<file path="config.mk">
export PLATFORM = sky130hd
export DESIGN_NAME = sevseg_scan
export DESIGN_NICKNAME = d
export VERILOG_FILES = /design/src/rtl/sevseg_scan.sv
export SDC_FILE = /design/constraint.sdc
export NUM_CORES = 1
export LEC_CHECK = 0
export ABC_CLOCK_PERIOD_IN_PS = 7500
export CAP_MARGIN = 20
export CORE_ASPECT_RATIO = 1.2
export CORE_MARGIN = 10
export CORE_UTILIZATION = 60
export CTS_CLUSTER_SIZE = 25
export DETAILED_ROUTE_END_ITERATION = 10
export PLACE_DENSITY = 0.93
export SLEW_MARGIN = 20
export SYNTH_ARGS = -nofsm -noshare
export SYNTH_HDL_FRONTEND = slang
export SYNTH_SLANG_ARGS = --single-unit
export TNS_END_PERCENT = 10
</file>
<file path="constraint.sdc">
create_clock -name clock -period 7.5 [get_ports clock]
set_input_delay 0.75 -clock clock [delete_from_list [all_inputs] [get_ports clock]]
set_output_delay 0.75 -clock clock [all_outputs]
set_load 0.03 [all_outputs]
</file>
<file path="src/rtl/sevseg_scan.sv">
// Two-digit multiplexed common-anode seven-segment driver.
// Snapshots the display nibbles once per frame and scans both digits with blanking gaps.
module sevseg_scan #(
    parameter int REFRESH_DIV  = 50000,
    parameter int GAP_CYCLES   = 500,
    parameter int BLANK_LZ     = 1,
    parameter int FLASH_FRAMES = 8
) (
    input  logic       clock,
    input  logic       n_reset,
    input  logic [3:0] hex_lo,
    input  logic [3:0] hex_hi,
    input  logic       enable,
    output logic [6:0] seg,
    output logic [1:0] an,
    output logic       dp,
    output logic       frame_tick
);

    localparam int MAX_LEN = (REFRESH_DIV > GAP_CYCLES) ? REFRESH_DIV : GAP_CYCLES;
    localparam int CW      = $clog2(MAX_LEN) + 1;
    localparam int FW      = (FLASH_FRAMES > 0) ? $clog2(FLASH_FRAMES + 1) : 1;

    localparam logic [CW-1:0] SHOW_LAST  = CW'(REFRESH_DIV - 1);
    localparam logic [CW-1:0] GAP_LAST   = CW'(GAP_CYCLES - 1);
    localparam logic [FW-1:0] FLASH_INIT = FW'(FLASH_FRAMES);

    typedef enum logic [2:0] {
        S_LOAD,
        S_SHOW0,
        S_GAP0,
        S_SHOW1,
        S_GAP1
    } state_t;

    state_t        r_state, w_state_next, w_step;
    logic [CW-1:0] r_cnt, w_cnt_next;
    logic [3:0]    r_sh_lo, r_sh_hi, w_sh_lo_next, w_sh_hi_next;
    logic [FW-1:0] r_flash, w_flash_next;
    logic [6:0]    r_seg, w_seg_next;
    logic [1:0]    r_an, w_an_next;
    logic          r_tick;
    logic          w_last;
    logic          w_lit;

    function automatic logic [6:0] dec(input logic [3:0] v);
        case (v)
            4'h0: return 7'h3F;
            4'h1: return 7'h06;
            4'h2: return 7'h5B;
            4'h3: return 7'h4F;
            4'h4: return 7'h66;
            4'h5: return 7'h6D;
            4'h6: return 7'h7D;
            4'h7: return 7'h07;
            4'h8: return 7'h7F;
            4'h9: return 7'h6F;
            4'hA: return 7'h77;
            4'hB: return 7'h7C;
            4'hC: return 7'h39;
            4'hD: return 7'h5E;
            4'hE: return 7'h79;
            default: return 7'h71;
        endcase
    endfunction

    always_comb begin
        w_last = 1'b0;
        w_step = S_LOAD;
        case (r_state)
            S_LOAD:  begin w_last = 1'b1;                 w_step = S_SHOW0; end
            S_SHOW0: begin w_last = (r_cnt == SHOW_LAST); w_step = S_GAP0;  end
            S_GAP0:  begin w_last = (r_cnt == GAP_LAST);  w_step = S_SHOW1; end
            S_SHOW1: begin w_last = (r_cnt == SHOW_LAST); w_step = S_GAP1;  end
            S_GAP1:  begin w_last = (r_cnt == GAP_LAST);  w_step = S_LOAD;  end
            default: begin w_last = 1'b1;                 w_step = S_LOAD;  end
        endcase
        w_state_next = w_last ? w_step : r_state;
        w_cnt_next   = w_last ? '0 : r_cnt + CW'(1);
    end

    // Snapshot and flash bookkeeping happen only on the LOAD cycle, so a frame never tears.
    always_comb begin
        w_sh_lo_next = r_sh_lo;
        w_sh_hi_next = r_sh_hi;
        w_flash_next = r_flash;
        if (r_state == S_LOAD) begin
            w_sh_lo_next = hex_lo;
            w_sh_hi_next = hex_hi;
            if (FLASH_FRAMES != 0 && {hex_hi, hex_lo} != {r_sh_hi, r_sh_lo}) begin
                w_flash_next = FLASH_INIT;
            end else if (r_flash != '0) begin
                w_flash_next = r_flash - FW'(1);
            end
        end
    end

    // Outputs are decoded from next-cycle values so an/seg line up with the state register.
    always_comb begin
        w_lit      = enable & ~w_flash_next[0];
        w_an_next  = 2'b11;
        w_seg_next = 7'h7F;
        if (w_lit) begin
            if (w_state_next == S_SHOW0) begin
                w_an_next  = 2'b10;
                w_seg_next = ~dec(w_sh_lo_next);
            end else if (w_state_next == S_SHOW1 &&
                         !(BLANK_LZ != 0 && w_sh_hi_next == 4'h0)) begin
                w_an_next  = 2'b01;
                w_seg_next = ~dec(w_sh_hi_next);
            end
        end
    end

    always_ff @(posedge clock or negedge n_reset) begin
        if (!n_reset) begin
            r_state <= S_LOAD;
            r_cnt   <= '0;
            r_sh_lo <= '0;
            r_sh_hi <= '0;
            r_flash <= '0;
            r_an    <= 2'b11;
            r_seg   <= 7'h7F;
            r_tick  <= 1'b0;
        end else begin
            r_state <= w_state_next;
            r_cnt   <= w_cnt_next;
            r_sh_lo <= w_sh_lo_next;
            r_sh_hi <= w_sh_hi_next;
            r_flash <= w_flash_next;
            r_an    <= w_an_next;
            r_seg   <= w_seg_next;
            r_tick  <= (w_state_next == S_LOAD);
        end
    end

    assign seg        = r_seg;
    assign an         = r_an;
    assign dp         = 1'b1;
    assign frame_tick = r_tick;

endmodule

</file>
==> flow_summary.yaml, run 1 <==
yosys:
  synthSimpleGateAreaFrac_pct: 22.8
  ys_seq_area_share_pct: 39.2
  synth-seq-cells: 42
  synthAdderAreaFrac_pct: 6.00
  synth.area.mux_share_pct: 7.25
  synth_area_leaders: "dfrtp_1, dfstp_2, ha_1"
  synth_cells: 284
  synth_top_area_cell: "dfrtp_1"
  synth_fp_nets: 308
  yosys_warnings: 0
  synth_cell_types: 60
  async_reset_ff_share_pct: 100
  syn_area_per_cell_um2: 9.55
  synth-compound-area-share_pct: 13.0
  synth_xor_area_share_pct: 7.43
  syn_area_um2: 2710
  ys.flop_type: "dfrtp_1"
  synth_top_family_by_area: "simple AND/OR/NAND/NOR gates"
  synth_top_cell_area_share_pct: 30.5
  synth-edff-count: 0
worst_setup_path:
  r2r_slack_ns: 4.24
  path_delay_family: "simple AND/OR/NAND/NOR gates"
  worst-path-buf-inv: 1
  cp_data_required_time_ns: 7.72
  worst_path_max_delay_cell: "nor3_4"
  crit_path_max_fanout: 21
  r2r-start: "r_state[2]"
  path_cells: "nor3_4 -> mux2i_1 -> inv_1 -> ha_1 -> mux2i_1 -> o21ai_0 -> a221oi_1 -> mux2_1 -> nand2_1"
  arrival_ns: 3.48
  cp-end-kind: "flip-flop"
  worst_r2r_endpoint: "seg[0]"
  reg2reg_depth: 9
  slowest_delay_ns: 0.89
  crit_path_frequent_cell: "mux2i_1"
  critPathKind: "reg2reg"
  start_kind: "flip-flop"
  worstSetupPathDepth: 9
cells_and_area:
  final_core_util_pct: 69.9
  insertedDiodeCount: 0
  nNetsFinal: 325
  areaGrowthSynthToFinish_pct: 11.5
  drive_above_1_share_pct: 11.3
  final_common_cell: "dfrtp_1"
  layout_common_cells: "dfrtp_1, nand2_1, nor2_1"
cts:
  cts_tree: "built"
  cts_made_buffers: 5
  clk_pin_slew_ns: 0.08
  clock-sinks: 42
  clock_path_buffers: 2
  htreeDepth: 2
  cts_root_buffer: "clkbuf_8"
  insertion_delay_ns: 0.30
  ctsResizeCount: 0
  cts_hold_buf: 0
  cts_setup_buffers: 0
route:
  vias_per_cell: 5.99
  wl_mm: 5.97
  ant_nets: 0
  firstDrtPassIters: 4
  wl_per_cell_um: 16.7
  vias: 2143
  drc: 0
  dr.first_iter.drc_count: 209
power_and_ir_drop:
  max-vdd-ir-drop_v: 0.0000933
  p_leak_nw: 1.25
  powerDensity_nw_per_um2: 160
sta:
  grt_setup_unrepaired: "no"
  slew-limit-headroom_pct: 29.6
  holdWs_ns: 0.507
  finalCritPeriodShare_pct: 43.4
  max_slew.worst_pin.slew_ns: 1.05
  finalSetupViolCount: 0
  max_freq_ghz: 0.307
  min_period_ns: 3.26
  hold_viol_final: 0
  skew_ns: 0.0115
  drv_slew: 0
  finalSetupTns_ns: 0
placed_design:
  place_hpwl_mm: 4.21
  gp_congestion: 0.903
  portBuffers: 20
floorplan:
  die_x_um: 81.4
  ios: 22
  die_area_um2: 7620
  core-area_um2: 4330
  start_util_pct: 62.7
  num_rows: 26
  die_height_um: 93.6
global_route:
  grt_use_total_pct: 16.4
  overflow: 0
  grt_max_degree: 43
  grt_pass1_wl_mm: 10.1
  antenna_found_initial: 0
  grt_pass1_vias: 2200
hold_path:
  min_delay_worst_endpoint: "r_cnt[0]"
  hold_class: "reg2reg"
  hp-start: "r_cnt[0]"
  hold_path_depth: 1
job:
  maxCapViolations: 0
run_status:
  status: "finished, final reports clean"
-- power breakdown --
part / total (W) / leakage, nW / switching [W] / internal (W)
logic: 0.0000676 / 0.677 / 0.0000402 / 0.0000274
clock network: 0.000179 / 0.0514 / 0.0000795 / 0.0000993
registers: 0.000239 / 0.517 / 0.00000451 / 0.000234
total: 0.000485 / 1.25 / 0.000124 / 0.000361
-- flip-flops by register name, summed over array words and instances (netlist names) --
signal	flops
r_sh_lo	4
seg	7
an	2
r_flash	4
r_sh_hi	4
r_cnt	17
r_state	3
frame_tick	1
-- cells in the mapped netlist, types with 8 or more instances --
library cell / instances
ha_1: 13
a21oi_1: 11
dfstp_2: 9
inv_1: 12
xnor2_1: 12
xor2_1: 11
nand2_1: 30
nand3_1: 13
dfrtp_1: 33
o31ai_1: 8
nor2_1: 25
mux2i_1: 9
-- metrics by stage --
step           cells  power [W]  setup slack [ns]  cell area (µm²)
2_1_floorplan    284   0.000284              4.86             2710
3_3_place_gp     350   0.000308              4.46             2910
3_5_place_dp     350   0.000310              4.30             2910
4_1_cts          358   0.000489              4.29             3020
5_1_grt          358   0.000505              4.05             3020
6_report         358   0.000485              4.24             3020
-- layout make-up --
cell class / count / area, µm²
repair buffers: 20 / 195
fillers: 301 / 1300
flip-flops and latches: 42 / 1060
clock inverters: 2 / 37.5
well taps: 56 / 70.1
multi-input cells: 218 / 1530
inverters: 14 / 52.6
clock buffers: 6 / 72.6
-- cell families (layout without fill, tap and decap cells) --
| family | count (synthesis) | after routing |
|---|---|---|
| muxes | 16 | 16 |
| adders and majority gates | 13 | 13 |
| AOI/OAI and AO/OA | 51 | 51 |
| xor gates and xnor gates | 23 | 23 |
| DFF | 42 | 42 |
| other | 1 | 1 |
| buffers and inverters | 24 | 42 |
| and+or+nand+nor | 114 | 114 |
-- how the worst max path moves through the flow --
stage / from / to / slack (ns)
6_report: r_state[2] / seg[0] / 4.24
5_1_grt: r_state[2] / seg[0] / 4.05
4_1_cts: r_state[2] / seg[0] / 4.29
3_5_place_dp: r_state[2] / seg[0] / 4.30
3_3_place_gp: r_state[2] / seg[0] / 4.46
2_1_floorplan: r_state[2] / seg[0] / 4.86
-- per-layer routing --
metal  GRT usage [%]  wire length [µm]  share of wire (%)  vias to the layer above
li1                -                 -                  -                     1040
met1            17.8              2370                 40                     1021
met2            29.0              3110                 52                       61
met3            4.50               287                4.8                       21
met4            6.94               197                3.3                        0
met5               0                 0                  0                        -
(Power assumes the default switching activity.)
==> inputs of run 2 (changes only) <==
--- a/config.mk
+++ b/config.mk
@@ -5,14 +5,14 @@
 export SDC_FILE = /design/constraint.sdc
 export NUM_CORES = 1
 export LEC_CHECK = 0
-export ABC_CLOCK_PERIOD_IN_PS = 7500
+export ABC_CLOCK_PERIOD_IN_PS = 2900
 export CAP_MARGIN = 20
 export CORE_ASPECT_RATIO = 1.2
 export CORE_MARGIN = 10
-export CORE_UTILIZATION = 60
+export CORE_UTILIZATION = 53
 export CTS_CLUSTER_SIZE = 25
 export DETAILED_ROUTE_END_ITERATION = 10
-export PLACE_DENSITY = 0.93
+export PLACE_DENSITY = 0.88
 export SLEW_MARGIN = 20
 export SYNTH_ARGS = -nofsm -noshare
 export SYNTH_HDL_FRONTEND = slang
==> constraint.sdc (replaced) <==
create_clock -name clock -period 2.9 [get_ports clock]
set_input_delay 0.29 -clock clock [delete_from_list [all_inputs] [get_ports clock]]
set_output_delay 0.29 -clock clock [all_outputs]
set_load 0.03 [all_outputs]
==> run 2 against run 1 <==
Clock-buffer cell count grew 1. Register-to-register slack got worse by 3.9 ns. Via count increased by 2.2%. Critical path depth stayed put. Die area rose by 10%. Clock power increased to 2.6 times the previous value. Flip-flop and latch count unchanged. Power rose to 2.6 times the previous value. Core utilization decreased by 8.0 points. Largest power group unchanged.
==> flow_summary.yaml, run 2 (synthesis results as in run 1) <==
run_status:
  status: "finished, final reports clean"
worst_setup_path:
  crit_path_max_fanout: 20
  r2r_slack_ns: 0.33
  cp_data_required_time_ns: 3.09
  r2r-start: "r_state[0]"
  start_kind: "flip-flop"
  worst_r2r_endpoint: "seg[1]"
  cp-end-kind: "flip-flop"
  worst_path_max_delay_cell: "dfrtp_1"
  slowest_delay_ns: 0.48
  path_delay_family: "compound AO/OA/AOI/OAI gates"
  path_cells: "nor3_4 -> buf_4 -> mux2_2 -> inv_1 -> ha_1 -> nand2_1 -> a21oi_1 -> a31oi_1 -> o211ai_1"
  worst-path-buf-inv: 2
  reg2reg_depth: 9
  critical_path.startpoint: "r_state[0]"
  critPathKind: "reg2reg"
  arrival_ns: 2.75
route:
  wl_per_cell_um: 15.8
  wl_mm: 5.80
  vias: 2190
  firstDrtPassIters: 4
  dr.first_iter.drc_count: 65
  drc: 0
  ant_nets: 0
  vias_per_cell: 5.98
hold_path:
  hold_class: "in2async"
global_route:
  grt_use_total_pct: 13.7
  overflow: 0
  grt_use_met1_pct: 14.6
  met3_usage_pct: 3.33
  grt_max_degree: 43
  grt_use_met2_pct: 23.8
  top_usage_layer: "met2"
  antenna_found_initial: 0
  grt_pass1_wl_mm: 9.76
  grt_pass1_vias: 2215
cells_and_area:
  regMostFlops: "r_cnt"
  layout_common_cells: "dfrtp_1, nand2_1, nor2_1"
  areaGrowthSynthToFinish_pct: 12.7
  drive_above_1_share_pct: 12.1
  final_common_cell: "dfrtp_1"
  insertedDiodeCount: 0
  largest_register_ffs: 17
  nNetsFinal: 329
placed_design:
  place_hpwl_mm: 4.29
  pre_cts_slack_ns: 0.376
  portBuffers: 20
  gp_congestion: 0.860
sta:
  finalSetupTns_ns: 0
  skew_ns: 0.0111
  finalCritPeriodShare_pct: 88.5
  max_freq_ghz: 0.390
  min_period_ns: 2.57
  finalSetupViolCount: 0
  slew-limit-headroom_pct: 39.1
  max_slew.worst_pin.slew_ns: 0.914
  layout_setup_ws_ns: 0.335
  hold_viol_final: 0
  drv_slew: 0
  grt_setup_unrepaired: "no"
cts:
  cts_made_buffers: 5
  clock-sinks: 42
  insertion_delay_ns: 0.30
  htreeDepth: 2
  cts_hold_buf: 0
  cts_root_buffer: "clkbuf_8"
  ctsResizeCount: 0
  clock_path_buffers: 2
  cts_setup_buffers: 0
  clk_pin_slew_ns: 0.08
  cts_tree: "built"
floorplan:
  start_util_pct: 54.9
  core-area_um2: 4940
  die_area_um2: 8390
  ios: 22
  die_x_um: 85.3
  die_height_um: 98.4
  num_rows: 28
power_and_ir_drop:
  p_leak_nw: 1.26
  finalPower_w: 0.00125
  max-vdd-ir-drop_v: 0.000243
  powerDensity_nw_per_um2: 409
job:
  maxCapViolations: 0
==> run 2: cell count changes in the layout (fill, tap and decap cells not counted) <==
cell / previous run / this run
buf_4: 0 / 4
clkbuf_1: 1 / 2
clkinvlp_4: 1 / 0
==> run 2: worst max path at each step <==
stage / endpoint / cells past startpoint
final: seg[1] / 9
after CTS: seg[1] / 9
after floorplan: seg[0] / 11
after detailed placement: seg[0] / 10
after global placement: seg[0] / 10
after global routing: seg[0] / 10
==> run 2: layout make-up <==
cell class / count / area [µm²]
repair buffers: 24 / 225
inverters: 14 / 52.6
clock inverters: 1 / 30.0
multi-input cells: 218 / 1530
flip-flops and latches: 42 / 1060
well taps: 60 / 75.1
fillers: 406 / 1880
clock buffers: 7 / 76.3
==> run 2: metrics by stage <==
step | util [%] | cells | hold WS, ns | area, µm²
after floorplan | - | 284 | -0.00559 | 2710
after global placement | 59.7 | 358 | 0.466 | 2950
after detailed placement | 59.7 | 358 | 0.484 | 2950
after CTS | 61.9 | 366 | 0.166 | 3060
after global routing | 61.9 | 366 | 0.199 | 3060
final | 61.9 | 366 | 0.121 | 3060
==> run 2: layer usage <==
metal / share of wire (%) / wire [µm] / vias up
li1: - / - / 1052
met1: 41 / 2380 / 1061
met2: 50 / 2920 / 56
met3: 4.8 / 279 / 21
met4: 3.8 / 222 / 0
met5: 0 / 0 / -
==> run 2: report_power, final <==
part           leakage [nW]  switching [W]  internal, W
clock network        0.0524       0.000201     0.000258
logic                 0.695       0.000103    0.0000717
registers             0.517      0.0000120     0.000606
